### config.mk
export PLATFORM = sky130hd
export DESIGN_NAME = elgamal_encrypting_entity
export DESIGN_NICKNAME = d
export VERILOG_FILES = /design/src/rtl/elgamal_encrypting_entity.sv
export SDC_FILE = /design/constraint.sdc
export NUM_CORES = 2
export LEC_CHECK = 0
export CAP_MARGIN = 20
export CORE_MARGIN = 2
export CORE_UTILIZATION = 29
export DETAILED_ROUTE_END_ITERATION = 10
export PLACE_DENSITY = 0.42
export SYNTH_ARGS = -nofsm -noshare
export SYNTH_HDL_FRONTEND = slang
export SYNTH_SLANG_ARGS = --single-unit
### constraint.sdc
create_clock -name clk -period 15.8 [get_ports clk]
set_clock_uncertainty 0.05 [all_clocks]
set_input_delay 3.16 -clock clk [delete_from_list [all_inputs] [get_ports clk]]
set_output_delay 3.16 -clock clk [all_outputs]
set_load 0.01 [all_outputs]
### src/rtl/elgamal_encrypting_entity.sv
// ElGamal sender: holds a public key (p, g, h) and turns each plaintext m into (g^k, m*h^k) mod p.
// Define ELGAMAL_CONST_TIME_EN for a fixed exponentiation latency that does not depend on k.
module elgamal_encrypting_entity #(
  parameter int               SIZE      = 64,
  parameter logic [SIZE-1:0]  LFSR_POLY = 64'hD800000000000000,
  parameter logic [SIZE-1:0]  LFSR_SEED = 64'h1
) (
  input  logic            clk,
  input  logic            rst,
  input  logic [SIZE-1:0] input_p_tdata,
  input  logic [SIZE-1:0] input_g_tdata,
  input  logic [SIZE-1:0] input_h_tdata,
  input  logic            input_key_tvalid,
  output logic            input_key_tready,
  input  logic [SIZE-1:0] input_msg_tdata,
  input  logic            input_msg_tvalid,
  output logic            input_msg_tready,
  output logic [SIZE-1:0] output_c1_tdata,
  output logic [SIZE-1:0] output_c2_tdata,
  output logic            output_err,
  output logic            output_tvalid,
  input  logic            output_tready
);

`ifdef ELGAMAL_CONST_TIME_EN
  localparam bit CONST_TIME = 1'b1;
`else
  localparam bit CONST_TIME = 1'b0;
`endif
  localparam int CW = (SIZE > 1) ? $clog2(SIZE) : 1;

  typedef enum logic [2:0] {NOKEY, IDLE, DRAW, EXP_SQ, EXP_MUL, MSG_MUL, OUT} state_t;

  state_t          state, state_next;
  logic [SIZE-1:0] lfsr, p_reg, g_reg, h_reg, mask;
  logic [SIZE-1:0] m_reg, k_reg, x, y, acc0, acc1;
  logic [SIZE-1:0] mul_b0, mul_b1, step0, step1, k_cand;
  logic [CW-1:0]   cnt, idx;
  logic [2:0]      draw_cnt;
  logic            key_fire, msg_fire, msg_bad, k_ok, draw_gate, mul_last, bit_k;

  // One interleaved shift-add step of a*b mod p; r and a are already reduced below p.
  function automatic logic [SIZE-1:0] mm_step(input logic [SIZE-1:0] r, input logic [SIZE-1:0] a,
                                              input logic b, input logic [SIZE-1:0] md);
    logic [SIZE:0] t, pm;
    pm = {1'b0, md};
    t  = {r, 1'b0};
    if (t >= pm) t = t - pm;
    if (b) t = t + {1'b0, a};
    if (t >= pm) t = t - pm;
    return t[SIZE-1:0];
  endfunction

  function automatic logic [SIZE-1:0] msb_mask(input logic [SIZE-1:0] v);
    logic [SIZE-1:0] r;
    r = v;
    for (int s = 1; s < SIZE; s = s * 2) r = r | (r >> s);
    return r;
  endfunction

  function automatic logic [SIZE-1:0] reduce_once(input logic [SIZE-1:0] v, input logic [SIZE-1:0] md);
    return (v >= md) ? v - md : v;
  endfunction

  function automatic logic [SIZE-1:0] lfsr_step(input logic [SIZE-1:0] v);
    return v[0] ? ((v >> 1) ^ LFSR_POLY) : (v >> 1);
  endfunction

  assign input_key_tready = !rst && (state == NOKEY || state == IDLE);
  assign input_msg_tready = (state == IDLE) && !input_key_tvalid;
  assign key_fire  = input_key_tvalid && input_key_tready;
  assign msg_fire  = input_msg_tvalid && input_msg_tready;
  assign msg_bad   = (p_reg < SIZE'(3)) || (input_msg_tdata >= p_reg) || (input_msg_tdata == '0);
  assign k_cand    = lfsr & mask;
  assign draw_gate = CONST_TIME ? (draw_cnt == 3'd3) : 1'b1;
  assign k_ok      = draw_gate && (k_cand != '0) && (k_cand <= p_reg - SIZE'(2));
  assign mul_last  = (cnt == '0);
  assign bit_k     = k_reg[idx];

  // Both multipliers share the bit counter; unit 0 tracks g^k, unit 1 tracks h^k then m*h^k.
  always_comb begin
    mul_b0 = x;
    mul_b1 = y;
    case (state)
      EXP_MUL: begin mul_b0 = g_reg; mul_b1 = h_reg; end
      MSG_MUL: mul_b1 = m_reg;
      default: ;
    endcase
    step0 = mm_step(acc0, x, mul_b0[cnt], p_reg);
    step1 = mm_step(acc1, y, mul_b1[cnt], p_reg);
  end

  always_comb begin
    state_next = state;
    case (state)
      NOKEY:   if (key_fire) state_next = IDLE;
      IDLE:    if (msg_fire) state_next = msg_bad ? OUT : DRAW;
      DRAW:    if (k_ok) state_next = EXP_SQ;
      EXP_SQ:
        if (mul_last) begin
          if (bit_k || CONST_TIME) state_next = EXP_MUL;
          else if (idx == '0)      state_next = MSG_MUL;
          else                     state_next = EXP_SQ;
        end
      EXP_MUL: if (mul_last) state_next = (idx == '0) ? MSG_MUL : EXP_SQ;
      MSG_MUL: if (mul_last) state_next = OUT;
      OUT:     if (output_tready) state_next = IDLE;
      default: state_next = NOKEY;
    endcase
  end

  always_ff @(posedge clk or posedge rst) begin
    if (rst) begin
      state           <= NOKEY;
      lfsr            <= LFSR_SEED;
      p_reg           <= '0;
      g_reg           <= '0;
      h_reg           <= '0;
      mask            <= '0;
      draw_cnt        <= '0;
      output_c1_tdata <= '0;
      output_c2_tdata <= '0;
      output_err      <= 1'b0;
      output_tvalid   <= 1'b0;
    end else begin
      state    <= state_next;
      lfsr     <= lfsr_step(lfsr);
      draw_cnt <= (state != DRAW) ? 3'd0 : (draw_cnt == 3'd3) ? 3'd3 : draw_cnt + 3'd1;
      if (key_fire) begin
        p_reg <= input_p_tdata;
        g_reg <= reduce_once(input_g_tdata, input_p_tdata);
        h_reg <= reduce_once(input_h_tdata, input_p_tdata);
        mask  <= msb_mask(input_p_tdata);
      end
      if (state == IDLE && msg_fire && msg_bad) begin
        output_c1_tdata <= '0;
        output_c2_tdata <= '0;
        output_err      <= 1'b1;
        output_tvalid   <= 1'b1;
      end
      if (state == MSG_MUL && mul_last) begin
        output_c1_tdata <= x;
        output_c2_tdata <= step1;
        output_err      <= 1'b0;
        output_tvalid   <= 1'b1;
      end
      if (state == OUT && output_tready) output_tvalid <= 1'b0;
    end
  end

  // Exponentiation datapath: left-to-right square-and-multiply, one bit of k per EXP_SQ visit.
  always_ff @(posedge clk) begin
    if (msg_fire) m_reg <= input_msg_tdata;
    case (state)
      DRAW:
        if (k_ok) begin
          k_reg <= k_cand;
          x     <= SIZE'(1);
          y     <= SIZE'(1);
          idx   <= CW'(SIZE - 1);
          cnt   <= CW'(SIZE - 1);
          acc0  <= '0;
          acc1  <= '0;
        end
      EXP_SQ, EXP_MUL, MSG_MUL:
        if (!mul_last) begin
          cnt  <= cnt - CW'(1);
          acc0 <= step0;
          acc1 <= step1;
        end else begin
          cnt  <= CW'(SIZE - 1);
          acc0 <= '0;
          acc1 <= '0;
          case (state)
            EXP_SQ: begin
              x <= step0;
              y <= step1;
              if (!CONST_TIME && !bit_k && idx != '0) idx <= idx - CW'(1);
            end
            EXP_MUL: begin
              if (bit_k) begin
                x <= step0;
                y <= step1;
              end
              if (idx != '0) idx <= idx - CW'(1);
            end
            default: y <= step1;
          endcase
        end
      default: ;
    endcase
  end

endmodule

==> metrics <==
result of the run=complete, no violations; fin nets=a little under 10000; via count=between 70000 and 80000; clock buffer depth=3; Total Negative Setup Slacks=0 ns; H-tree lvl count=3; mean instance size in the synthesized netlist=around 8.5 um2; MaxCap Viol Count=0; setup repair after global routing missed its margin=no; initial antenna violation count=just under 70; routed vias/inst=about 5.8; Synth Register Bits=between 800 and 900; number of design rule violations left after detail routing=0; Critical Path Source Type=flop; total number of placement rows=roughly 180; Hold Violations, Final=0; worst rel slew slack=0.2139; final global-route overflow total=0; 1st-iter DRT viols=just over 8000; fraction of final layout cells with drive strength greater than 1=0.07419; post-place instance area=just over 80000 um2; post-route cell area=85290 um2; first-pass GRT wire length=roughly 550000 um; Worst-Margin Slew=approximately 1.1 ns; Floorplan Core Area=about 250000 um2; element type at the critical path end=flop; clock slew at reported path FFs=0.07 ns; number of failing setup endpoints in the final timing report=0; clock root buffer=sky130_fd_sc_hd__clkbuf_16; detailed-route wire length=a little over 400000 um; register area share after synthesis=0.3154; number of buffers added on ports=392; Clock Latency Late Sink=around 0.80 ns; yosys synthesis warning count=0; number of pins with negative max-slew slack in the final report=0; largest driver fanout on the critical path=41; EDFF count, synth=396; Post-CTS Hold Fix Bufs=0; maximum operating frequency=~0.075 GHz; gate count after technology mapping=between 8000 and 9000; critical path buffer and inverter count=3; pin count of the biggest net entering global routing=~140; critical path arrival=between 10 and 15 ns; critical path's most frequent cell=sky130_fd_sc_hd__nand4_1; Die X=507.7 um; required time worst endpoint=16.39 ns; floorplan die area=257700 um2; signed area change from the synthesized netlist to the final layout=15.94%; most used flip-flop cell after synthesis=sky130_fd_sc_hd__dfrtp_1; Net Count, Synth=~9600; HPWL Detailed=roughly 330000 um; Routed wire per std cell=about 33 um; IO Count=a little under 400; initial standard-cell utilization of the core=0.2921; final worst setup slack=approximately 2.4 ns; count of distinct cell types in the synthesized netlist=slightly below 100; cell area after synthesis=between 70000 and 80000 um2; CTS buffer count=110; number of clock sinks seen by CTS=848; vias in the first global route=~68000; critical path's slowest cell=sky130_fd_sc_hd__mux2i_1; # Post-CTS Setup Buffers=0; number of gates given a new drive strength after cts=0; end-of-flow core utilization=0.3387; routability-driven placement congestion ratio=just over 1; drt first pass iters=6; clock tree from TritonCTS=yes; Worst path top cell family by delay=compound AO/OA/AOI/OAI gates; post-route minimum period=approximately 13 ns; Worst Setup Slack post-DPL=2.567 ns; Final ANT Viol Nets=0; DIE HEIGHT=507.7 um; fin crit share=0.8469; biggest cell delay along the critical path=0.89 ns; share of flip-flops with an asynchronous set or reset after synthesis=0.5330; Total Routing Usage GR=0.3042; worst hold path class=reg2reg; class of the most critical setup path=reg2reg
[routing by layer]
layer / vias to the layer above / track usage / share of wire
li1: 32240 / - / -
met2: 2878 / 0.4597 / 0.43
met4: 18 / 0.1270 / 0.048
met3: 505 / 0.04521 / 0.066
met1: 35960 / 0.4306 / 0.45
met5: - / 0 / 0.00026
[path summary, 6_finish.rpt]
path	from	end	slack (ns)	cells after the start
setup / recovery	p_reg[23]	acc1[53]	2.42	34
hold / removal	lfsr[14]	lfsr[13]	0.32	0
setup reg to reg	p_reg[23]	acc1[53]	2.42	34
hold reg to reg	lfsr[14]	lfsr[13]	0.32	0
max in group asynchronous	rst	p_reg[52]	10.07	6
min in group asynchronous	rst	h_reg[33]	2.86	2
[kinds of logic after synthesis]
logic type                 count (synthesis)  share of synthesized area
AOI/OAI and AO/OA                       2570                     0.2155
muxes                                    391                    0.07048
DFF                                      848                     0.3154
adders and majority gates                653                     0.1119
and+or+nand+nor                         2935                     0.1847
buffers and inverters                    716                    0.03895
xor gates and xnor gates                 530                    0.06310
[cell usage after synthesis, types with 51 or more instances]
master,number,area [um2]
sky130_fd_sc_hd__nand2b_1,76,475.5
sky130_fd_sc_hd__nor2_1,805,3022
sky130_fd_sc_hd__mux4_2,87,1959
sky130_fd_sc_hd__or3_1,51,319.1
sky130_fd_sc_hd__nand4_1,207,1295
sky130_fd_sc_hd__nor3_1,149,745.7
sky130_fd_sc_hd__and3_1,71,444.2
sky130_fd_sc_hd__nand3_1,186,930.9
sky130_fd_sc_hd__xnor2_1,337,2952
sky130_fd_sc_hd__mux2i_1,158,1582
sky130_fd_sc_hd__a31oi_1,100,625.6
sky130_fd_sc_hd__inv_1,282,1059
sky130_fd_sc_hd__mux2_2,145,1633
sky130_fd_sc_hd__o211ai_1,62,465.5
sky130_fd_sc_hd__nor2b_1,70,437.9
sky130_fd_sc_hd__dfrtp_1,451,11290
sky130_fd_sc_hd__and2_1,124,775.7
sky130_fd_sc_hd__o21bai_1,105,788.3
sky130_fd_sc_hd__o21ai_0,685,3428
sky130_fd_sc_hd__o21a_1,89,668.1
sky130_fd_sc_hd__xor2_1,193,1690
sky130_fd_sc_hd__clkbuf_1,358,1344
sky130_fd_sc_hd__edfxtp_1,396,11890
sky130_fd_sc_hd__ha_1,645,8070
sky130_fd_sc_hd__a21oi_1,791,3959
sky130_fd_sc_hd__a21o_1,277,2079
sky130_fd_sc_hd__nor4_1,68,425.4
sky130_fd_sc_hd__nand2_1,1006,3776
[cell usage in the layout (no fill, tap or decap), types with 157 or more instances in the layout]
cell | netlist | routed
sky130_fd_sc_hd__a21o_1 | 277 | 277
sky130_fd_sc_hd__a21oi_1 | 791 | 790
sky130_fd_sc_hd__clkdlybuf4s50_1 | 0 | 392
sky130_fd_sc_hd__dfrtp_1 | 451 | 450
sky130_fd_sc_hd__edfxtp_1 | 396 | 396
sky130_fd_sc_hd__ha_1 | 645 | 645
sky130_fd_sc_hd__inv_1 | 282 | 281
sky130_fd_sc_hd__mux2i_1 | 158 | 157
sky130_fd_sc_hd__nand2_1 | 1006 | 1003
sky130_fd_sc_hd__nand3_1 | 186 | 185
sky130_fd_sc_hd__nand4_1 | 207 | 207
sky130_fd_sc_hd__nor2_1 | 805 | 804
sky130_fd_sc_hd__o21ai_0 | 685 | 683
sky130_fd_sc_hd__xnor2_1 | 337 | 337
sky130_fd_sc_hd__xor2_1 | 193 | 193
[metrics by stage]
stage,instances,hold WS [ns]
2_1_floorplan,8643,0.2967
3_3_place_gp,12080,0.3023
3_5_place_dp,12090,0.3021
4_1_cts,12300,0.3094
5_1_grt,12300,0.3152
6_report,12330,0.3166
[cell type report]
| type | count | area, um2 |
|---|---|---|
| Fill cell | 26400 | 166600 |
| Clock inverter | 64 | 847.1 |
| Antenna cell | 33 | 82.58 |
| Sequential cell | 848 | 23200 |
| Multi-Input combinational cell | 7079 | 47660 |
| Inverter | 284 | 1070 |
| Timing Repair Buffer | 529 | 5020 |
| Clock buffer | 146 | 3218 |
| Tap cell | 3348 | 4189 |
Power is not shown: default switching activity piles up to over one toggle a cycle in this logic, so the estimate is an artifact.
